===== src/rtl/frame_ones_pkg.sv =====
// Shared types and width helpers for the frame ones counter.
package frame_ones_pkg;

  typedef enum logic [1:0] {
    IDLE  = 2'd0,
    ACCUM = 2'd1,
    DONE  = 2'd2
  } state_t;

  function automatic int cnt_width_f(input int data_width, input int max_words);
    return $clog2(data_width * max_words + 1);
  endfunction

  function automatic int wcnt_width_f(input int max_words);
    return $clog2(max_words + 1);
  endfunction

endpackage


===== src/rtl/word_popcount.sv =====
// Combinational count of the 1 bits in a single input word.
module word_popcount #(
  parameter int DATA_WIDTH = 16,
  parameter int OUT_WIDTH  = $clog2(DATA_WIDTH) + 1
) (
  input  logic [DATA_WIDTH-1:0] din,
  output logic [OUT_WIDTH-1:0]  count
);

  always_comb begin
    count = '0;
    for (int i = 0; i < DATA_WIDTH; i++) begin
      count = count + OUT_WIDTH'(din[i]);
    end
  end

endmodule


===== src/rtl/frame_ones_counter.sv =====
// Frame-level ones counter: accumulates per-word popcounts and returns one result per frame.
// Optional threshold compare output enabled by FRAME_ONES_THRESH_EN.
//
// state | meaning
// IDLE  | no beats of the current frame accepted yet
// ACCUM | at least one beat accepted, frame still open
// DONE  | result held on dout until dout_ready
module frame_ones_counter
  import frame_ones_pkg::*;
#(
  parameter int DATA_WIDTH = 16,
  parameter int MAX_WORDS  = 8,
  parameter int CNT_WIDTH  = cnt_width_f(DATA_WIDTH, MAX_WORDS),
  parameter int WCNT_WIDTH = wcnt_width_f(MAX_WORDS)
) (
  input  logic                  clk,
  input  logic                  resetn,
  input  logic [DATA_WIDTH-1:0] din,
  input  logic                  din_valid,
  input  logic                  din_last,
  output logic                  din_ready,
  output logic [CNT_WIDTH-1:0]  dout,
  output logic [WCNT_WIDTH-1:0] dout_words,
  output logic                  dout_trunc,
  output logic                  dout_valid,
`ifdef FRAME_ONES_THRESH_EN
  input  logic [CNT_WIDTH-1:0]  thresh,
  output logic                  dout_above,
`endif
  input  logic                  dout_ready
);

  localparam int PC_WIDTH = $clog2(DATA_WIDTH) + 1;

  state_t                state, state_nxt;
  logic [CNT_WIDTH-1:0]  acc, total;
  logic [WCNT_WIDTH-1:0] wcnt, wcnt_inc;
  logic [PC_WIDTH-1:0]   pc;
  logic                  accept, frame_end;

  word_popcount #(
    .DATA_WIDTH(DATA_WIDTH),
    .OUT_WIDTH (PC_WIDTH)
  ) u_popcount (
    .din  (din),
    .count(pc)
  );

  assign din_ready  = (state != DONE);
  assign dout_valid = (state == DONE);
  assign accept     = din_valid && din_ready;
  assign wcnt_inc   = wcnt + WCNT_WIDTH'(1);
  // Reaching the word limit closes the frame even without din_last.
  assign frame_end  = din_last || (wcnt_inc == WCNT_WIDTH'(MAX_WORDS));
  assign total      = acc + CNT_WIDTH'(pc);

  always_ff @(posedge clk or negedge resetn) begin
    if (!resetn) state <= IDLE;
    else         state <= state_nxt;
  end

  always_comb begin
    state_nxt = state;
    case (state)
      IDLE, ACCUM: if (accept) state_nxt = frame_end ? DONE : ACCUM;
      DONE:        if (dout_ready) state_nxt = IDLE;
      default:     state_nxt = IDLE;
    endcase
  end

  always_ff @(posedge clk or negedge resetn) begin
    if (!resetn) begin
      acc        <= '0;
      wcnt       <= '0;
      dout       <= '0;
      dout_words <= '0;
      dout_trunc <= 1'b0;
`ifdef FRAME_ONES_THRESH_EN
      dout_above <= 1'b0;
`endif
    end else if (accept) begin
      if (frame_end) begin
        dout       <= total;
        dout_words <= wcnt_inc;
        dout_trunc <= !din_last;
        acc        <= '0;
        wcnt       <= '0;
`ifdef FRAME_ONES_THRESH_EN
        dout_above <= (total > thresh);
`endif
      end else begin
        acc  <= total;
        wcnt <= wcnt_inc;
      end
    end
  end

endmodule


===== config.mk =====
export PLATFORM = sky130hd
export DESIGN_NAME = frame_ones_counter
export DESIGN_NICKNAME = d
export VERILOG_FILES = /design/src/rtl/frame_ones_pkg.sv /design/src/rtl/word_popcount.sv /design/src/rtl/frame_ones_counter.sv
export SDC_FILE = /design/constraint.sdc
export NUM_CORES = 1
export LEC_CHECK = 0
export CAP_MARGIN = 20
export CORE_ASPECT_RATIO = 2
export CORE_MARGIN = 2
export CORE_UTILIZATION = 35
export DETAILED_ROUTE_END_ITERATION = 10
export HOLD_SLACK_MARGIN = 0.08
export SYNTH_ARGS = -nofsm -noshare
export SYNTH_HDL_FRONTEND = slang
export SYNTH_SLANG_ARGS = --single-unit

===== constraint.sdc =====
create_clock -name clk -period 1.7 [get_ports clk]
set_input_delay 0.255 -clock clk [delete_from_list [all_inputs] [get_ports clk]]
set_output_delay 0.255 -clock clk [all_outputs]
set_load 0.01 [all_outputs]

==> metrics.txt <==
run status finished with violations; failing checks negative setup slack; synthesized area per cell 10.7 um2; Buffers on Ports 35; root buf cell clkbuf_8; Initial Util 36.3%; die height 105 um; Via density 4.85; FF+latch count, synth 27; syn_nets 209; fraction of registers with async set/reset 100%; Synth Warn # 0; I/O pins 36; commonest cells in the netlist dfrtp_1, inv_1, nand2_1; FF-to-FF path depth 6; final critical path time including I/O delays and setup 4.45 ns; clock sink total 27; H-Tree Depth 1; Post-Syn Instances 166; fin nets 270; Setup TNS -39.46 ns; Overall Power 4200 uW; layout cell share with drive strength beyond 1 30.1%; WL per Instance 12.7 um; vias in the first global route 1427; vias 1373; grt total ovfl 0; final weighted congestion of routability-driven global placement 0.698; # rows 36; Setup Viol. Count Final 16; initial antenna violation count 0; Startpoint Class input port; Cell Pwr Density 1620 mW/mm2; DR iter-0 viols 23; CP Max Fanout 2; GR Layer Usage met2 27.5%; drt drc 0; CTS tree yes; setup slack after layout -2.75 ns; critical path's slowest cell fa_2; largest net degree at the start of global routing 28; GR peak layer met2; Yosys cell types 37; FILL cells 440; final clock period utilization by the worst path 261%; most frequent CP cell fa_1; die area 0.00572 mm2; Reg-to-Reg Start acc[0]$_DFFE_PN0P_; Clock transition at path regs 0.09 ns; WP data arrival 4.61 ns; Max IR drop VDD 0.00128 V; P&R area growth vs syn 45.0%; RR Endpoint dout[4]$_DFFE_PN0P_; ant diodes 0; Fin. Hold Viols 0; CTS max path bufs 2; Max Slew Vio Count 0; cts hold-fix bufs 0; DRT Wirelength 3600 um; DRT Pass-1 Iters 4; Max Fclk 225 MHz; CTS Buf Count 3; Primary FF master, synth dfrtp_1; Post-DRT Antenna Nets 0; Clk Latency, worst-skew pair 0.28 ns; Slew Limit Headroom 77.0%; unrepaired setup endpoints after global routing true; Setup Skew 0.00422 ns; grt met3 use 1.29%; core region area 0.00491 mm2; worst slew pin tran 0.346 ns; dpl hpwl 2890 um; cell area after synthesis 0.00178 mm2; Synth top area share 37.9%; P_leak 0.00125 uW; Post-synth EDFFs 0; max cap viols 0; crit end category register; top post-synthesis cells by area dfrtp_1, fa_1, ha_1; total track usage 14.8%; Crit path required time 1.87 ns; die boundary width 54.5 um; sequential-to-total area share from yosys stat 37.9%; top-count cell post-synth dfrtp_1; Hold Slack 0.338 ns; reg-to-reg slack, setup -0.16 ns; cells along the critical path buf_6, ha_4, inv_2, fa_1, fa_1, fa_1, fa_1, fa_2, fa_2, inv_2, fa_2, a21o_1, a21oi_2, xnor2_2, mux2_4; CP Class in -> reg; largest area contributor in the synthesized netlist dfrtp_1; worst hold path class in -> async; wire length of the first global-routing pass 6240 um; met1 Usage GRT 16.0%; CP peak stage delay 0.56 ns
[cell type report]
type / instances / area [um2] / area share, %
clock inverters: 1 / 5.00 / 0.194
inverters: 26 / 97.6 / 3.78
multi-input cells: 108 / 1130 / 43.7
well taps: 57 / 71.3 / 2.76
flip-flops and latches: 27 / 677 / 26.2
repair buffers: 61 / 564 / 21.8
clock buffers: 3 / 41.3 / 1.60
[per-layer routing]
layer | vias to the layer above | wire (um)
met3 | 4 | 93
li1 | 673 | -
met4 | 0 | 57
met1 | 668 | 1290
met5 | - | 0
met2 | 28 | 2160
[critical path: cells and delay by family]
kind	cells	cell delay [ns]
adder cells (fa/ha/maj)	8	3.43
multiplexers	1	0.26
XOR/XNOR	1	0.10
buffers and inverters	3	0.17
AO/OA/AOI/OAI	2	0.39
[flip-flops by register name, indices dropped and copies added, names as in the netlist]
name        count
acc             8
dout            8
dout_words      4
wcnt            4
state           2
dout_trunc      1
[cell families after synthesis]
kind of cell / count (synthesis) / synth area share, %
simple gates: 29 / 8.63
buf+inv: 31 / 7.09
xor+xnor: 10 / 4.91
fa+ha+maj: 22 / 20.1
flops: 27 / 37.9
compound gates: 40 / 15.8
mux: 7 / 5.61
[repair_timing]
action | CTS | global route
setup buffers | 1 | 1
setup endpoints to repair | 16 | 19
pin swaps | 19 | 15
gates resized for setup | 25 | 13
[worst max path at each step]
stage / to / slack (ns) / depth (start not counted) / from
global route: dout[4]$_DFFE_PN0P_ / -2.84 / 15 / din[0]
detailed placement: dout[5]$_DFFE_PN0P_ / -3.45 / 16 / din[0]
CTS: dout[4]$_DFFE_PN0P_ / -2.89 / 15 / din[0]
finish: dout[4]$_DFFE_PN0P_ / -2.75 / 15 / din[0]
floorplan: dout[4]$_DFFE_PN0P_ / -2.76 / 14 / din[1]
global placement: dout[5]$_DFFE_PN0P_ / -3.38 / 16 / din[0]
[per-stage QoR]
stage	setup WS [ns]	cells	utilization (%)	instance area [um2]
after global placement	-3.38	277	49.2	2410
after floorplan	-2.76	166	-	1830
after detailed placement	-3.45	277	49.2	2410
after global routing	-2.84	283	52.7	2580
after CTS	-2.89	282	51.1	2510
final	-2.75	283	52.7	2580
[report_power, final]
part | internal (uW) | switching (uW) | total [uW]
logic | 1660 | 1210 | 2870
registers | 817 | 147 | 964
clock network | 165 | 203 | 368
total | 2640 | 1560 | 4200
[cell usage in the layout (no fill, tap or decap), drive strengths merged, types with 2 or more instances in the layout]
master,n
clkbuf,3
xnor2,8
nand3,3
xor2,2
a31oi,2
mux2,6
a22o,5
nand2,15
inv,26
dfrtp,27
dlygate4sd2,5
o21a,2
buf,28
ha,11
o21ai,15
a21oi,7
nor2,3
clkdlybuf4s50,27
a21o,4
fa,11
(Power assumes the default switching activity.)
